**src/rtl/regwrite_queue.sv**
```systemverilog
// regwrite_queue: write-side initiator for the 32x64 register file.
// Buffers write-back requests in a circular FIFO and drives one register file
// write per granted cycle. Two lookup ports forward the newest queued value so
// readers see results that are queued but not yet committed. Register 31 (XZR)
// is never stored and never forwarded.
//
// Ports:
//   Clk, Reset            clock, asynchronous active-high reset
//   InValid/InReady       producer handshake; InRW/InData carry the request
//   RfGrant               register file write port free this cycle
//   RegWr/RW/BusW         register file write port (head entry)
//   RA/RB                 forwarding lookup addresses
//   HitA/HitB, FwdA/FwdB  lookup hit flags and newest matching data
//   Count/Empty           occupancy
module regwrite_queue #(
   parameter int unsigned DEPTH  = 4,
   parameter int unsigned DATA_W = 64,
   parameter int unsigned ADDR_W = 5
) (
   input  logic              Clk,
   input  logic              Reset,
   input  logic              InValid,
   output logic              InReady,
   input  logic [ADDR_W-1:0] InRW,
   input  logic [DATA_W-1:0] InData,
   input  logic              RfGrant,
   output logic              RegWr,
   output logic [ADDR_W-1:0] RW,
   output logic [DATA_W-1:0] BusW,
   input  logic [ADDR_W-1:0] RA,
   input  logic [ADDR_W-1:0] RB,
   output logic              HitA,
   output logic              HitB,
   output logic [DATA_W-1:0] FwdA,
   output logic [DATA_W-1:0] FwdB,
   output logic [ADDR_W-1:0] Count,
   output logic              Empty
);

   localparam int unsigned PTR_W = $clog2(DEPTH);
   localparam logic [ADDR_W-1:0] XZR = ADDR_W'(31);
   localparam logic [ADDR_W-1:0] DEPTH_CNT = ADDR_W'(DEPTH);

   logic [ADDR_W-1:0] memAddr [DEPTH];
   logic [DATA_W-1:0] memData [DEPTH];

   logic [PTR_W-1:0]  headQ, headD;
   logic [PTR_W-1:0]  tailQ, tailD;
   logic [ADDR_W-1:0] countQ, countD;

   logic accept;
   logic store;
   logic pop;
   logic [PTR_W-1:0] idx;

   assign Empty   = (countQ == '0);
   assign InReady = (countQ < DEPTH_CNT);
   assign Count   = countQ;

   // XZR requests complete the handshake but are dropped here.
   assign accept = InValid & InReady;
   assign store  = accept & (InRW != XZR);
   assign pop    = RfGrant & ~Empty;

   assign RegWr = pop;
   assign RW    = Empty ? '0 : memAddr[headQ];
   assign BusW  = Empty ? '0 : memData[headQ];

   always_comb begin
      headD  = headQ;
      tailD  = tailQ;
      countD = countQ;
      if (pop) begin
         headD = headQ + PTR_W'(1);
      end
      if (store) begin
         tailD = tailQ + PTR_W'(1);
      end
      countD = countQ + ADDR_W'(store) - ADDR_W'(pop);
   end

   always_ff @(posedge Clk or posedge Reset) begin
      if (Reset) begin
         headQ  <= '0;
         tailQ  <= '0;
         countQ <= '0;
      end else begin
         headQ  <= headD;
         tailQ  <= tailD;
         countQ <= countD;
      end
   end

   // Entry storage needs no reset: validity comes from head/count.
   always_ff @(posedge Clk) begin
      if (store) begin
         memAddr[tailQ] <= InRW;
         memData[tailQ] <= InData;
      end
   end

   // Walk from oldest to newest so the last match is the newest value.
   always_comb begin
      HitA = 1'b0;
      HitB = 1'b0;
      FwdA = '0;
      FwdB = '0;
      idx  = '0;
      for (int k = 0; k < DEPTH; k++) begin
         idx = headQ + PTR_W'(k);
         if (ADDR_W'(k) < countQ) begin
            if ((RA != XZR) && (memAddr[idx] == RA)) begin
               HitA = 1'b1;
               FwdA = memData[idx];
            end
            if ((RB != XZR) && (memAddr[idx] == RB)) begin
               HitB = 1'b1;
               FwdB = memData[idx];
            end
         end
      end
   end

endmodule

```
**config.mk**
```make
export PLATFORM = sky130hd
export DESIGN_NAME = regwrite_queue
export DESIGN_NICKNAME = d
export VERILOG_FILES = /design/src/rtl/regwrite_queue.sv
export SDC_FILE = /design/constraint.sdc
export NUM_CORES = 1
export LEC_CHECK = 0
export CAP_MARGIN = 10
export CELL_PAD_IN_SITES_DETAIL_PLACEMENT = 2
export CELL_PAD_IN_SITES_GLOBAL_PLACEMENT = 2
export CORE_MARGIN = 3
export CORE_UTILIZATION = 28
export DETAILED_ROUTE_END_ITERATION = 6
export PLACE_DENSITY = 0.68
export SLEW_MARGIN = 20
export SYNTH_ARGS = -nofsm -noshare
export SYNTH_HDL_FRONTEND = slang
export SYNTH_SLANG_ARGS = --single-unit
```
**constraint.sdc**
```tcl
create_clock -name Clk -period 7.5 [get_ports Clk]
set_input_delay 1.875 -clock Clk [delete_from_list [all_inputs] [get_ports Clk]]
set_output_delay 1.875 -clock Clk [all_outputs]
set_load 0.05 [all_outputs]
```
==> qor.yml, run 1 <==
critical_path:
  crit_chain: "clkdlybuf4s50_1, xnor2_1, nor3_1, nor2_4, nor2_1, a311oi_1, o21ai_1, buf_12"
  critical_path_class: "primary input to primary output"
  r2r_setup_slack_ns: 4.01
  path_buf_inv: 2
  r2r_end: "Count[4]"
  worstPathRequired_ns: 5.62
  crit_path_end_kind: "primary output"
  critPathSlowestCell: "nor2_1"
  cp_max_fo: 19
  worst_ep_arrival_time_ns: 4.99
  crit_family: "simple AND/OR/NAND/NOR gates"
  start_kind: "primary input"
  crit_path_max_incr_delay_ns: 0.72
  r2r_start: "Count[3]"
  reg2regPathDepth: 15
synthesis:
  async_flop_share_pct: 3.16
  syn_avg_cell_area_um2: 9.34
  synthTopCellsByCount: "nand2_1 (319), edfxtp_1 (276), mux2i_1 (262)"
  ys_top_cells_by_area: "edfxtp_1 (41%), mux2i_1 (13%), nand2_1 (6.0%)"
  synth_seq_area_share_pct: 42.4
  synthCells: 2150
  synth_edf_count: 276
  synthDominantCellAreaShare_pct: 41.3
  ys_types: 53
  synthesis.area_mm2: 0.0201
  yosysMostFrequentCell: "nand2_1"
  ys_ff_latch: 285
  synth_flop_cell: "edfxtp_1"
  yosysWarnings: 0
  synth_fp_nets: 2246
  synth_area_leader_cell: "edfxtp_1"
placement:
  pre_cts_ws_ns: 0.703
  placed_area_mm2: 0.0244
  gp_congestion: 0.850
  hpwl_um: 55500
  port_buffers: 289
flow_run:
  drv_cap: 0
clock_network:
  cts_resized: 0
  cts_buffers: 36
  insertion_delay_ns: 0.55
  cts_tree: "yes"
  cts.clk_slew.worst_paths_ns: 0.05
  clockBufferDepth: 3
  post_cts_buffers: 0
  postCtsHoldBufs: 0
  htreeDepth: 2
  cts-root-buf: "clkbuf_16"
  clock_sinks: 285
cells_and_area:
  nets: 2413
  multi_input_area_mm2: 0.0106
  drive_above_1_share_pct: 14.0
  syn_to_final_growth_pct: 27.5
  fill_cells: 7510
  regArea_mm2: 0.00852
  fin_area_mm2: 0.0256
  post-route-util_pct: 36.3
routing:
  remaining_drc_errors: 0
  wl_per_cell_um: 25.5
  ant_nets: 0
  vias: 18300
  wl_um: 83900
  drt_iter0_markers: 1061
  vias_per_cell: 5.55
  drt-pass1-iter-count: 6
die:
  die_height_um: 274
  ios: 290
  die_w_um: 274
  dieArea_mm2: 0.0750
  core_area_mm2: 0.0705
  initial_core_util_pct: 28.5
  num_rows: 97
sta:
  hold_viol: 0
  fin_crit_ns: 6.87
  slew_violations: 0
  finalSetupViolations: 0
  max_freq_mhz: 146
  postLayoutSetupSlackWorst_ns: 0.631
  finalCritPeriodShare_pct: 91.6
  fin_skew_ns: 0.0137
  fin_setup_tns_ns: 0
  worst_pin_slew_ns: 1.06
  slew_headroom_pct: 29.3
  hold_ws_ns: 0.650
  rsz0062_at_grt: "false"
global_routing:
  grt_max_degree: 134
  grt_pass1_vias: 20200
  track_usage_pct: 21.9
  grt_pass1_wl_um: 127000
  antenna_found_initial: 8
  grt_overflow: 0
hold_path:
  worstHoldStart: "tailQ[1]"
  holdCritPathClass: "flop to flop"
  worstHoldEndpoint: "tailQ[1]"
  holdPathStages: 2
outcome:
  outcome: "completed"
power:
  p_per_area_mw_per_mm2: 500
  p_leak_nw: 9.52
  ir_worst_vdd_mv: 0.356
[worst max path at each step]
stage	from	end	slack, ns	cells after the start
global route	RA[1]	FwdA[13]	0.47	8
CTS	RB[4]	FwdB[39]	0.69	9
floorplan	RB[4]	FwdB[63]	1.25	8
finish	RA[1]	FwdA[16]	0.63	8
global placement	RB[4]	FwdB[31]	0.76	9
detailed placement	RB[4]	FwdB[39]	0.70	9
[flip-flops by register name (all words and copies together), names as in the netlist]
name,flops
memData,256
Count,5
headQ,2
memAddr,20
tailQ,2
[cell usage in the layout (no fill, tap or decap), drive strengths merged, types with 13 or more instances in the layout]
master,n
o22ai,63
edfxtp,276
xnor2,35
nor2,253
clkinv,13
nor2b,20
nand2,319
o221ai,57
buf,176
mux2,70
clkbuf,44
o31ai,64
mux2i,262
a21oi,146
a211oi,13
o21ai,137
inv,19
clkdlybuf4s50,160
nor3,73
a22o,58
[area by class of cell]
cell class,instances,share of cell area (%)
Multi-Input combinational cell,1640,41.6
Sequential cell,285,33.3
Timing Repair Buffer,336,15.7
Tap cell,940,4.59
Clock buffer,44,3.72
Clock inverter,20,0.816
Inverter,18,0.283
Antenna cell,8,0.0782
[through the flow]
stage	std cells	power (W)
global route	3288	0.0135
finish	3291	0.0128
CTS	3283	0.0129
global placement	3219	0.0109
floorplan	2150	0.00783
detailed placement	3219	0.0111
[logic make-up (layout without fill, tap and decap cells)]
family | after synthesis | count (layout) | share of synthesized area [%]
xor+xnor | 43 | 43 | 1.88
simple gates | 688 | 688 | 13.9
other cells | 0 | 8 | 0
flops | 285 | 285 | 42.4
mux | 344 | 344 | 18.3
buf+inv | 225 | 418 | 5.06
fa+ha+maj | 13 | 13 | 0.847
compound gates | 552 | 552 | 17.6
[worst reg2reg max path, cell delays in order, from the launching register on]
cell and delay, ns:
dfrtp_1 0.38, inv_1 0.12, ha_1 0.21, nand2_1 0.09, inv_1 0.18, nand2_1 0.08
a31oi_1 0.77, inv_1 0.12, ha_1 0.31, inv_1 0.04, ha_1 0.20, fa_1 0.45
a21oi_1 0.15, nor2_1 0.05, nor2_1 0.11, xor2_1 0.16
[metal layers]
layer  part of all wire, %  vias up  GRT usage (%)
li1                      -     8288              -
met1                    43     9388           27.9
met2                    49      472           38.1
met3                   4.6      120           3.22
met4                   2.7        0           6.84
met5                     0        -              0
[power by group]
part,switching (W),leakage (nW),internal [W]
clock network,0.000702,0.563,0.00104
registers,0.000164,2.59,0.00187
logic,0.00597,6.37,0.00304
No activity file was read; power rests on OpenSTA's default activity.
==> run 2: changes to the inputs <==
--- a/config.mk
+++ b/config.mk
@@ -9,9 +9,10 @@
 export CELL_PAD_IN_SITES_DETAIL_PLACEMENT = 2
 export CELL_PAD_IN_SITES_GLOBAL_PLACEMENT = 2
 export CORE_MARGIN = 3
-export CORE_UTILIZATION = 28
+export CORE_UTILIZATION = 37
 export DETAILED_ROUTE_END_ITERATION = 6
-export PLACE_DENSITY = 0.68
+export GPL_TIMING_DRIVEN = 0
+export PLACE_DENSITY = 0.86
 export SLEW_MARGIN = 20
 export SYNTH_ARGS = -nofsm -noshare
 export SYNTH_HDL_FRONTEND = slang
==> qor.yml, run 2 (synthesis results as in run 1) <==
die:
  dieArea_mm2: 0.0571  # -24%
  die_w_um: 239  # -13%
  ios: 290  # unchanged
  initial_core_util_pct: 37.8  # +9.3 points
  core_area_mm2: 0.0532  # -25%
  num_rows: 84  # -13%
  die_height_um: 239  # -13%
cells_and_area:
  layout.cells.non_filler: 3203  # -2.7%
  regArea_mm2: 0.00851  # about the same
  most-common-layout-cells: "nand2_1 (319), clkdlybuf4s50_1 (277), edfxtp_1 (276)"
  nets: 2580  # +6.9%
  top_register: "memData"
  fill_cells: 5626  # -25%
  largest_reg_flops: 256  # unchanged
  post-route-util_pct: 47.6  # +11 points
  multi_input_area_mm2: 0.0106  # -0.45%
  syn_to_final_growth_pct: 25.9
  final_common_cell: "nand2_1"
  drive_above_1_share_pct: 9.60  # -4.4 points
placement:
  dp_cells: 3131  # -2.7%
  hpwl_um: 70000  # +26%
  pre_cts_ws_ns: -0.243  # -0.946 ns
  gp_congestion: 0.887  # +4.3%
  port_buffers: 281  # -2.8%
sta:
  finalCritPeriodShare_pct: 99.5  # +7.9 points
  postLayoutSetupSlackWorst_ns: 0.0387  # -0.593 ns
  fin_setup_tns_ns: 0  # unchanged
  max_freq_mhz: 134  # -7.9%
  rsz0062_at_grt: "false"
  worst_pin_slew_ns: 1.01  # -0.0422 ns
  finalSetupViolations: 0  # unchanged
  fin_skew_ns: 0.0243  # +0.0106 ns
  slew_headroom_pct: 31.7  # +2.4 points
  slew_violations: 0  # unchanged
  hold_viol: 0  # unchanged
  fin_crit_ns: 7.46  # +0.593 ns
critical_path:
  crit_path_max_incr_delay_ns: 0.90  # +0.18 ns
  r2r_start: "headQ[0]"
  r2r_setup_slack_ns: 3.98  # -0.03 ns
  critPathSlowestCell: "clkdlybuf4s50_1"
  worstSetupPathDepth: 10  # +2
  worst_ep_arrival_time_ns: 5.59  # +0.60 ns
  crit_chain: "clkbuf_1, inv_1, xnor2_1, nand4_2, nor2_2, buf_4, buf_2, nand2_1, o21ai_1, clkdlybuf4s50_1"
  path_buf_inv: 5  # +3
  cp_max_fo: 10  # -9
  reg2regPathDepth: 8  # -7
  setup.worst_path.start: "RA[4]"
  cp-endpoint: "FwdA[32]"
  r2r_end: "headQ[0]"
  start_kind: "primary input"
  crit_path_end_kind: "primary output"
  critical_path_class: "primary input to primary output"
  crit_family: "buffers and inverters"
  worstPathRequired_ns: 5.62  # about the same
outcome:
  outcome: "completed"
clock_network:
  postCtsHoldBufs: 0  # unchanged
  cts.clk_slew.worst_paths_ns: 0.05  # about the same
  insertion_delay_ns: 0.58  # +0.03 ns
  cts_buffers: 37  # +2.8%
  cts-root-buf: "clkbuf_16"
  clockBufferDepth: 3  # unchanged
  cts_tree: "yes"
  htreeDepth: 2  # unchanged
  clock_sinks: 285  # unchanged
routing:
  drt-pass1-iter-count: 6  # unchanged
  ant_nets: 0  # unchanged
  vias_per_cell: 6.43  # +16%
  wl_per_cell_um: 31.4  # +23%
  wl_um: 100000  # +20%
  remaining_drc_errors: 0  # unchanged
  drt_iter0_markers: 1866  # +76%
  vias: 20600  # +13%
flow_run:
  drv_cap: 0  # unchanged
power:
  ir_worst_vdd_mv: 0.295  # -17%
  p_leak_nw: 9.41  # -1.2%
  p_per_area_mw_per_mm2: 525  # +5.1%
global_routing:
  antenna_found_initial: 6  # -2
  grt_pass1_vias: 22600  # +12%
  track_usage_pct: 34.2  # +12 points
  grt_max_degree: 30  # -78%
  grt_pass1_wl_um: 147000  # +16%
  grt_overflow: 0  # unchanged
hold_path:
  holdCritPathClass: "flop to flop"
[run 2: cell count changes in the layout (fill, tap and decap cells not counted), sizes merged]
cell,previous run,this run
bufinv,4,6
clkinv,13,10
dlygate4sd2,0,1
clkdlybuf4s50,160,277
dlymetal6s2s,0,3
diode,8,4
clkbuf,44,164
clkinvlp,2,1
buf,176,105
[run 2: through the flow]
step,hold WS (ns),total power [W],area (µm²)
floorplan,0.580,0.00783,20100
global placement,0.596,0.0109,23800
detailed placement,0.661,0.0111,24000
CTS,0.672,0.0131,25200
global route,0.707,0.0137,25300
finish,0.665,0.0133,25300
[run 2: layer usage]
layer  global-route usage (%)  part of all wire, %  vias to the layer above
met5                        0                0.035                        -
met4                     15.5                  4.6                        6
met3                     6.52                  7.9                      296
met2                     57.6                   48                     1147
met1                     42.7                   40                    10500
li1                         -                    -                     8637
[run 2: where the power goes]
| part | leakage (nW) | switching, W | internal (W) |
|---|---|---|---|
| Combinational | 6.21 | 0.00664 | 0.00278 |
| Clock | 0.611 | 0.000763 | 0.00116 |
| Sequential | 2.59 | 0.0000669 | 0.00187 |
| Total | 9.41 | 0.00747 | 0.00580 |
[run 2: repair_timing]
item / 4_1_cts / 5_1_grt
endpoints found under the setup margin: 55 / 56
resized for setup: 5 / 20
cloned: 0 / 0
buffers inserted: 0 / 2
[run 2: worst min path at each step]
stage                        start  endpoint  slack (ns)  cells past startpoint
after detailed placement  tailQ[0]  tailQ[0]        0.66                      2
after CTS                 tailQ[1]  tailQ[1]        0.67                      2
after global routing      tailQ[0]  tailQ[0]        0.71                      2
final                     tailQ[0]  tailQ[0]        0.66                      2
after global placement    tailQ[1]  tailQ[1]        0.60                      2
after floorplan           tailQ[1]  tailQ[1]        0.58                      2
[run 2: worst reg2reg max path, stage by stage, from the launching register on]
cell and delay (ns):
dfrtp_1 0.42, buf_6 0.18, buf_8 0.18, inv_2 0.11
buf_6 0.17, clkbuf_1 0.71, clkbuf_1 0.76, clkbuf_1 0.67
xnor2_1 0.16
[run 2: cell type report]
cell class | count | area share (%)
Multi-Input combinational cell | 1640 | 41.9
Sequential cell | 285 | 33.7
Timing Repair Buffer | 295 | 12.0
Clock buffer | 48 | 3.99
Buffer | 207 | 3.80
Tap cell | 688 | 3.40
Clock inverter | 18 | 0.970
Inverter | 18 | 0.267
Antenna cell | 4 | 0.0396
